File: src/rtl/stack_bus_pkg.sv
// Shared stack-bus definitions: lane framing codes, lane types and receiver FSM states.
// Reused by downstream lane and STU blocks.
package stack_bus_pkg;

  typedef enum logic [1:0] {
    CNTL_MOD     = 2'b00,
    CNTL_SOD     = 2'b01,
    CNTL_EOD     = 2'b10,
    CNTL_SOD_EOD = 2'b11
  } cntl_e;

  typedef enum logic {
    ST_IDLE   = 1'b0,
    ST_IN_PKT = 1'b1
  } lane_state_e;

  localparam logic [1:0] LANE_TYPE_CTRL_SCALAR = 2'b00;
  localparam logic [1:0] LANE_TYPE_CTRL_VECTOR = 2'b01;
  localparam logic [1:0] LANE_TYPE_DATA_SCALAR = 2'b10;
  localparam logic [1:0] LANE_TYPE_DATA_VECTOR = 2'b11;

  // True for codes that terminate a packet (EOD or single-word packet).
  function automatic logic cntl_closes_pkt(input cntl_e code);
    return (code == CNTL_EOD) || (code == CNTL_SOD_EOD);
  endfunction

endpackage

File: src/rtl/stu_lane_fifo.sv
// Synchronous first-word-fall-through FIFO; head reads as zero while empty.
// Also reports next-cycle occupancy so the owner can register its ready.
module stu_lane_fifo #(
  parameter int WIDTH = 68,
  parameter int DEPTH = 8,
  localparam int AW   = $clog2(DEPTH),
  localparam int CW   = AW + 1
) (
  input  logic             clk,
  input  logic             srst,
  input  logic             push,
  input  logic             pop,
  input  logic [WIDTH-1:0] din,
  output logic [WIDTH-1:0] dout,
  output logic [CW-1:0]    count,
  output logic [CW-1:0]    count_next,
  output logic             empty,
  output logic             full
);

  logic [WIDTH-1:0] mem [DEPTH];
  logic [AW-1:0]    wr_ptr_reg;
  logic [AW-1:0]    rd_ptr_reg;
  logic [CW-1:0]    count_reg;
  logic             push_eff;
  logic             pop_eff;

  assign empty = (count_reg == '0);
  assign full  = (count_reg == CW'(DEPTH));
  assign count = count_reg;

  assign pop_eff  = pop & ~empty;
  // A push into a full FIFO is only honoured when the head leaves in the same cycle.
  assign push_eff = push & (~full | pop_eff);

  always_comb begin
    count_next = count_reg;
    case ({push_eff, pop_eff})
      2'b10:   count_next = count_reg + CW'(1);
      2'b01:   count_next = count_reg - CW'(1);
      default: count_next = count_reg;
    endcase
  end

  assign dout = empty ? '0 : mem[rd_ptr_reg];

  always_ff @(posedge clk) begin
    if (push_eff) begin
      mem[wr_ptr_reg] <= din;
    end
  end

  always_ff @(posedge clk) begin
    if (srst) begin
      wr_ptr_reg <= '0;
      rd_ptr_reg <= '0;
      count_reg  <= '0;
    end else begin
      if (push_eff) wr_ptr_reg <= wr_ptr_reg + AW'(1);
      if (pop_eff)  rd_ptr_reg <= rd_ptr_reg + AW'(1);
      count_reg <= count_next;
    end
  end

endmodule

File: src/rtl/stu_lane_receiver.sv
// STU end of one PE result lane: framing check, FWFT buffering toward the aggregator,
// completed-packet counter and sticky framing-error flag.
module stu_lane_receiver
  import stack_bus_pkg::*;
#(
  parameter int DATA_W = 32,
  parameter int CNTL_W = 2,
  parameter int TYPE_W = 2,
  parameter int DEPTH  = 8
) (
  input  logic              clk,
  input  logic              reset_poweron,
  input  logic [TYPE_W-1:0] pe__stu__lane_type,
  input  logic [CNTL_W-1:0] pe__stu__lane_result_cntl,
  input  logic [DATA_W-1:0] pe__stu__lane_result_data,
  input  logic [DATA_W-1:0] pe__stu__lane_result_data_mask,
  input  logic              pe__stu__lane_result_data_valid,
  output logic              stu__pe__lane_result_ready,
  output logic              stu__agg__valid,
  output logic [TYPE_W-1:0] stu__agg__type,
  output logic [CNTL_W-1:0] stu__agg__cntl,
  output logic [DATA_W-1:0] stu__agg__data,
  output logic [DATA_W-1:0] stu__agg__data_mask,
  input  logic              agg__stu__ready,
  input  logic              sys__stu__err_clr,
  output logic              stu__sys__framing_error,
  output logic [15:0]       stu__sys__pkt_count
);

  localparam int ENTRY_W = TYPE_W + CNTL_W + 2 * DATA_W;
  localparam int CW      = $clog2(DEPTH) + 1;

  lane_state_e       state_reg, state_next;
  logic              ready_reg;
  logic              err_reg;
  logic [15:0]       pkt_count_reg;

  logic              accept;
  logic              push;
  logic              pop;
  logic              err_event;
  logic              pkt_done;
  cntl_e             code;

  logic [ENTRY_W-1:0] fifo_din;
  logic [ENTRY_W-1:0] fifo_dout;
  logic [CW-1:0]      fifo_count;
  logic [CW-1:0]      fifo_count_next;
  logic               fifo_empty;
  logic               fifo_full;
  logic               fifo_unused;

  assign accept = pe__stu__lane_result_data_valid & ready_reg;
  assign code   = cntl_e'(pe__stu__lane_result_cntl[1:0]);

  always_comb begin
    state_next = state_reg;
    push       = 1'b0;
    err_event  = 1'b0;
    pkt_done   = 1'b0;
    if (accept) begin
      case (state_reg)
        ST_IDLE: begin
          if (code == CNTL_SOD) begin
            push       = 1'b1;
            state_next = ST_IN_PKT;
          end else if (code == CNTL_SOD_EOD) begin
            push     = 1'b1;
            pkt_done = 1'b1;
          end else begin
            // Mid/end word with no open packet: drop it and flag.
            err_event = 1'b1;
          end
        end
        ST_IN_PKT: begin
          push = 1'b1;
          // A new start inside an open packet truncates the previous one.
          err_event  = (code == CNTL_SOD) || (code == CNTL_SOD_EOD);
          pkt_done   = cntl_closes_pkt(code);
          state_next = cntl_closes_pkt(code) ? ST_IDLE : ST_IN_PKT;
        end
        default: state_next = ST_IDLE;
      endcase
    end
  end

  always_ff @(posedge clk) begin
    if (reset_poweron) begin
      state_reg     <= ST_IDLE;
      ready_reg     <= 1'b0;
      err_reg       <= 1'b0;
      pkt_count_reg <= '0;
    end else begin
      state_reg <= state_next;
      ready_reg <= (fifo_count_next < CW'(DEPTH));
      if (err_event) begin
        err_reg <= 1'b1;
      end else if (sys__stu__err_clr) begin
        err_reg <= 1'b0;
      end
      if (pkt_done) begin
        pkt_count_reg <= pkt_count_reg + 16'd1;
      end
    end
  end

  assign fifo_din = {pe__stu__lane_type, pe__stu__lane_result_cntl,
                     pe__stu__lane_result_data, pe__stu__lane_result_data_mask};
  assign pop      = ~fifo_empty & agg__stu__ready;

  stu_lane_fifo #(
    .WIDTH (ENTRY_W),
    .DEPTH (DEPTH)
  ) u_fifo (
    .clk        (clk),
    .srst       (reset_poweron),
    .push       (push),
    .pop        (pop),
    .din        (fifo_din),
    .dout       (fifo_dout),
    .count      (fifo_count),
    .count_next (fifo_count_next),
    .empty      (fifo_empty),
    .full       (fifo_full)
  );

  // Ready already guarantees room, so occupancy and full are informational here.
  assign fifo_unused = ^{fifo_count, fifo_full};

  assign stu__pe__lane_result_ready = ready_reg;
  assign stu__agg__valid            = ~fifo_empty;
  assign {stu__agg__type, stu__agg__cntl, stu__agg__data, stu__agg__data_mask} = fifo_dout;
  assign stu__sys__framing_error    = err_reg;
  assign stu__sys__pkt_count        = pkt_count_reg;

endmodule

File: config.mk
export PLATFORM = sky130hd
export DESIGN_NAME = stu_lane_receiver
export DESIGN_NICKNAME = d
export VERILOG_FILES = /design/src/rtl/stack_bus_pkg.sv /design/src/rtl/stu_lane_fifo.sv /design/src/rtl/stu_lane_receiver.sv
export SDC_FILE = /design/constraint.sdc
export NUM_CORES = 1
export LEC_CHECK = 0
export ABC_AREA = 1
export CAP_MARGIN = 0
export CORE_ASPECT_RATIO = 0.7
export CORE_UTILIZATION = 61
export DETAILED_ROUTE_END_ITERATION = 8
export PLACE_DENSITY_LB_ADDON = 0.12
export SYNTH_ARGS = -nofsm -noshare
export SYNTH_HDL_FRONTEND = slang
export SYNTH_SLANG_ARGS = --single-unit
File: constraint.sdc
create_clock -name clk -period 7.4 [get_ports clk]
set_input_delay 1.11 -clock clk [delete_from_list [all_inputs] [get_ports clk]]
set_output_delay 1.11 -clock clk [all_outputs]
set_load 0.01 [all_outputs]
==> results.toml, run 1 <==
[synth]
synthTopCellsByArea = "edfxtp_1 (72%), nor2_1 (8.6%), o21ai_0 (4.9%), dfxtp_1 (2.8%), o211ai_1 (2.3%)"
syn_nets = 1926
avgSynthCellArea_um2 = 12.4
syn_area_mm2 = 0.0228
synth_area_leader_cell = "edfxtp_1"
syn_inst = 1845
synth_seq_cells = 576
ys_seq_area_share_pct = 74.4
synth_top_area_share_pct = 71.6
synth_warnings = 0
synth_cell_type_count = 26

[layout]
fin_nets = 2041
n_fill_cell = 2407
layout-drive-gt1-share_pct = 5.09
syn2layout_area_growth_pct = 15.1
final_cells = 2484
fin_util_pct = 72.3
top_register = "u_fifo.mem"
largest_register_ffs = 544

[placed_design]
portBuffers = 159
dp_slack_ps = 2700
dp.cells = 2386
gp_congestion = 0.804
dpl.hpwl_mm = 26.6

[floorplan]
die_w_um = 233
die_y_um = 164
start_util_pct = 62.8
dieArea_mm2 = 0.0382
core-area_mm2 = 0.0364
num_rows = 58
ios = 160

[global_route]
grt_pass1_wl_mm = 78.7
grt_max_degree = 223
grt.total_usage_pct = 26.9
antenna_found_initial = 2
grt_pass1_vias = 14200
gr-total-overflow = 0

[run_status]
status = "finished clean"

[clock_network]
numClockSinks = 576
cts-hold-fix-buffers = 0
cts_setup_buffers = 0
worstSkewPairLatency_ps = 580
cts_root_buf = "clkbuf_16"
cts_tree = "built"
post_cts_resized = 0
htreeDepth = 2
cts_buffers = 52
clock_path_buffers = 3
clk_pin_slew_worst_paths_ps = 60

[drt]
route.detailed.drc = 0
num_vias = 14700
first_iter_violations = 1640
antenna_left = 0
viasPerCell = 5.92
wire_per_inst_um = 20.4
routed_wl_mm = 50.8
dr.pass1.iters = 6

[sta]
fin_ws_ps = 2330
whs_ps = 455
maxSlewViolCount = 0
setup_tns_ps = 0
worst_slew_pin_slew_ps = 1170
relSlewSlack_pct = 22.1
hold_viol = 0
fin_crit_sh_pct = 68.5
fmax_mhz = 197
fin_skew_ps = 15.5
setup_viol = 0
rsz0062_at_grt = "false"
min_period_ps = 5070

[worst_setup_path]
required_ps = 6290
endpoint_kind = "output port"
cpPeakStageDelay_ps = 720
r2r-end = "u_fifo.mem[0][62]"
reg2reg_depth = 8
slowest_stage = "inv_6"
crit_path_start_kind = "flop"
worstReg2RegStart = "state_reg"
crit_type = "flop to output port"
crit_buf_inv = 3
critPathArrivalTime_ps = 3960
cp_top_family = "buffers and inverters"
reg2reg_setup_slack_ps = 4230
crit_path_max_fanout = 128
path_common_cell = "nor2_1"
crit_chain = "inv_6 -> buf_4 -> o21ai_0 -> o22ai_1 -> nor2_1 -> nor2_1 -> clkdlybuf4s50_1"

[worst_hold_path]
worst_hold_path_type = "flop to flop"
hp-start = "u_fifo.rd_ptr_reg[2]"
hold_depth = 2

[run]
cap_viol_max_count = 0

[power_and_ir_drop]
power_density_mw_per_mm2 = 349
p_leak_uw = 0.00877
peakVddDrop_mv = 0.269
power breakdown:
part | switching [uW] | internal [uW]
clock | 1150 | 1430
combinational | 1740 | 1090
sequential | 101 | 3660
kinds of logic (layout without fill, tap and decap cells):
family                     after synthesis  in the layout  synth area share, %
DFF                                    576            576                 74.4
xor gates and xnor gates                 6              6                0.230
AOI/OAI and AO/OA                      436            436                 10.7
and+or+nand+nor                        670            670                 11.2
adders and majority gates                8              8                0.438
buffers and inverters                  149            306                 3.06
other                                    0              2                    0
cells in the mapped netlist, drive strengths merged:
library cell and n:
a21oi 18, clkbuf 44, ha 8, xor2 5, or2 1, inv 34, nor3b 1, o211ai 69
xnor2 1, nand4 5, nand3 17, nor2 526, edfxtp 544, dfxtp 32, o22ai 68, nor3 4
buf 71, o21ai 281, nand2 116
worst max path at each step:
| stage | from | endpoint | slack, ps | depth (start not counted) |
|---|---|---|---|---|
| after CTS | flop | stu__agg__data_mask[19] | 2290 | 7 |
| after global placement | pe__stu__lane_result_cntl[0] | u_fifo.mem[0][47] | 2720 | 9 |
| after detailed placement | pe__stu__lane_result_cntl[0] | u_fifo.mem[0][67] | 2700 | 9 |
| final | flop | stu__agg__data_mask[5] | 2330 | 7 |
| after floorplan | pe__stu__lane_result_cntl[0] | u_fifo.mem[0][0] | 2310 | 7 |
| after global routing | flop | stu__agg__data[10] | 2070 | 7 |
tightest hold or removal path, cell delays in order (launching register included):
cell	delay, ps
dfxtp_1	310
inv_1	50
a21oi_1	60
per-stage QoR:
step	instance area (um2)	power, uW
5_1_grt	26300	9600
4_1_cts	26300	9200
2_1_floorplan	22800	5460
3_3_place_gp	24700	6590
6_report	26300	9170
3_5_place_dp	24700	6640
cell usage in the layout (no fill, tap or decap), drive strengths merged, types with 32 or more instances in the layout:
cell	netlist	layout
nor2	526	526
edfxtp	544	544
nand2	116	116
o22ai	68	68
o211ai	69	69
clkbuf	44	61
dfxtp	32	32
o21ai	281	281
clkdlybuf4s50	0	159
inv	34	35
per-layer routing:
| layer | vias to the layer above | wire length, um | GRT usage, % |
|---|---|---|---|
| met5 | - | 0 | 0 |
| met4 | 0 | 818 | 6.68 |
| met3 | 64 | 4290 | 4.24 |
| met2 | 631 | 23300 | 41.4 |
| met1 | 7157 | 22400 | 40.7 |
| li1 | 6865 | - | - |
area by class of cell:
type	count	area (um2)	area share, %
sequential	576	17000	64.6
clock buffer	61	1340	5.08
inverter	34	133	0.505
tap	480	601	2.28
clock inverter	35	278	1.06
timing repair buffer	176	1730	6.59
multi-input combinational	1120	5220	19.8
antenna	2	5.00	0.0190
Note: power is estimated with default switching activity, not from simulation.
==> inputs of run 2 (changes only) <==
- CORE_UTILIZATION: 61 -> 53
- clock period: 7.4 -> 4.25 ns (I/O delays scaled with it)
==> run 2 against run 1 <==
Register-to-register slack worse by 2800 ps. First-iteration DRC count is 26% lower. Wire length is 2.4% lower. Clock skew is 3.5 ps higher. Sequential cell count stayed put. Total power is 72% higher. Critical path type unchanged. Sequential share of layout area is 0.83 points lower.
==> results.toml, run 2 (synthesis gave the netlist of run 1 again) <==
[run_status]
status = "finished clean"

[clock_network]
post_cts_resized = 0
htreeDepth = 2
numClockSinks = 576
clk_pin_slew_worst_paths_ps = 60
cts_setup_buffers = 0
cts-hold-fix-buffers = 0
cts_buffers = 53
cts_tree = "built"
worstSkewPairLatency_ps = 570
cts_root_buf = "clkbuf_16"
clock_path_buffers = 3

[power_and_ir_drop]
power_density_mw_per_mm2 = 594
peakVddDrop_mv = 0.491
p_leak_uw = 0.00889

[global_route]
grt_pass1_wl_mm = 78.3
grt_max_degree = 177
antenna_found_initial = 2
grt_pass1_vias = 14300
gr-total-overflow = 0
grt.total_usage_pct = 22.8

[worst_setup_path]
required_ps = 3610
cp_top_family = "buffers and inverters"
slowest_stage = "clkdlybuf4s50_1"
crit_path_max_fanout = 89
crit_path_start_kind = "flop"
crit_type = "flop to output port"
critPathArrivalTime_ps = 3230
crit_chain = "inv_6 -> buf_12 -> o21ai_0 -> o211ai_1 -> nand2_1 -> nor2_1 -> clkdlybuf4s50_1"
crit_buf_inv = 3
endpoint_kind = "output port"
cpPeakStageDelay_ps = 600

[floorplan]
ios = 160
num_rows = 63
dieArea_mm2 = 0.0439
core-area_mm2 = 0.0424
start_util_pct = 53.8
die_w_um = 250
die_y_um = 176

[layout]
final_cell_mix = "edfxtp_1 (544), nor2_1 (517), o21ai_0 (224)"
layout-drive-gt1-share_pct = 5.94
syn2layout_area_growth_pct = 16.6
fin_nets = 2059
largest_register_ffs = 544
layout_commonest_cell = "edfxtp_1"
fin_area_mm2 = 0.0266
top_register = "u_fifo.mem"
n_fill_cell = 3200

[sta]
fmax_mhz = 258
rsz0062_at_grt = "false"
relSlewSlack_pct = 34.4
min_period_ps = 3870
worst_slew_pin_slew_ps = 980
fin_crit_sh_pct = 91.1
hold_viol = 0
fin_ws_ps = 378
maxSlewViolCount = 0
fin_skew_ps = 19.1
setup_viol = 0

[placed_design]
portBuffers = 159
placed_cell_area_mm2 = 0.0251
dpl.hpwl_mm = 26.8
gp_congestion = 0.777
dp_slack_ps = 940

[drt]
antenna_left = 0
route.detailed.drc = 0
viasPerCell = 5.64
top_layer = "met5"
first_iter_violations = 1209
wl_met3_mm = 2.79
wire_per_inst_um = 19.3
num_vias = 14500
wl_met2_mm = 22.7
drt-met1-wl_mm = 23.1
routed_wl_mm = 49.6
dr.pass1.iters = 7

[worst_hold_path]
worst_hold_path_type = "flop to flop"

[run]
cap_viol_max_count = 0
run 2: cell types whose count changed in the layout (fill, tap and decap cells not counted), sizes merged:
cell      change
clkinvlp      +1
clkinv        -4
bufinv        -2
diode         -1
clkbuf        +6
inv           -1
buf          +17
run 2: report_power, final:
| part | internal [uW] | switching (uW) |
|---|---|---|
| Sequential | 6360 | 142 |
| Clock | 2410 | 1950 |
| Combinational | 1950 | 2990 |
run 2: cell type report:
cell class / instances / area [um2] / area share, %
sequential: 576 / 17000 / 63.8
multi-input combinational: 1120 / 5220 / 19.6
timing repair buffer: 193 / 2030 / 7.64
clock buffer: 67 / 1380 / 5.18
tap: 552 / 691 / 2.59
clock inverter: 29 / 186 / 0.700
inverter: 34 / 133 / 0.498
antenna: 1 / 2.50 / 0.00940
run 2: tightest hold or removal path, stage by stage, from the launching register on:
cell and delay (ps):
dfxtp_1 310, inv_1 50, a21oi_1 60
run 2: final timing paths:
path	start	to	slack (ps)	cells past startpoint
setup / recovery	flop	stu__agg__data[6]	380	7
hold / removal	u_fifo.rd_ptr_reg[2]	flop	460	2
setup reg to reg	u_fifo.count[1]	flop	1390	14
hold reg to reg	u_fifo.rd_ptr_reg[2]	flop	460	2
run 2: through the flow:
step	setup TNS, ps	cells	util (%)	power, uW	hold slack, ps
floorplan	-147670	1845	-	9510	433
global placement	0	2475	59.1	11500	442
detailed placement	0	2475	59.1	11600	449
CTS	0	2571	62.8	15900	463
global route	0	2572	62.8	16700	503
finish	0	2572	62.8	15800	464
run 2: layer usage:
metal	vias to the layer above	GRT usage, %
li1	6891	-
met1	7139	33.1
met2	414	35.6
met3	71	3.82
met4	2	6.54
met5	-	0
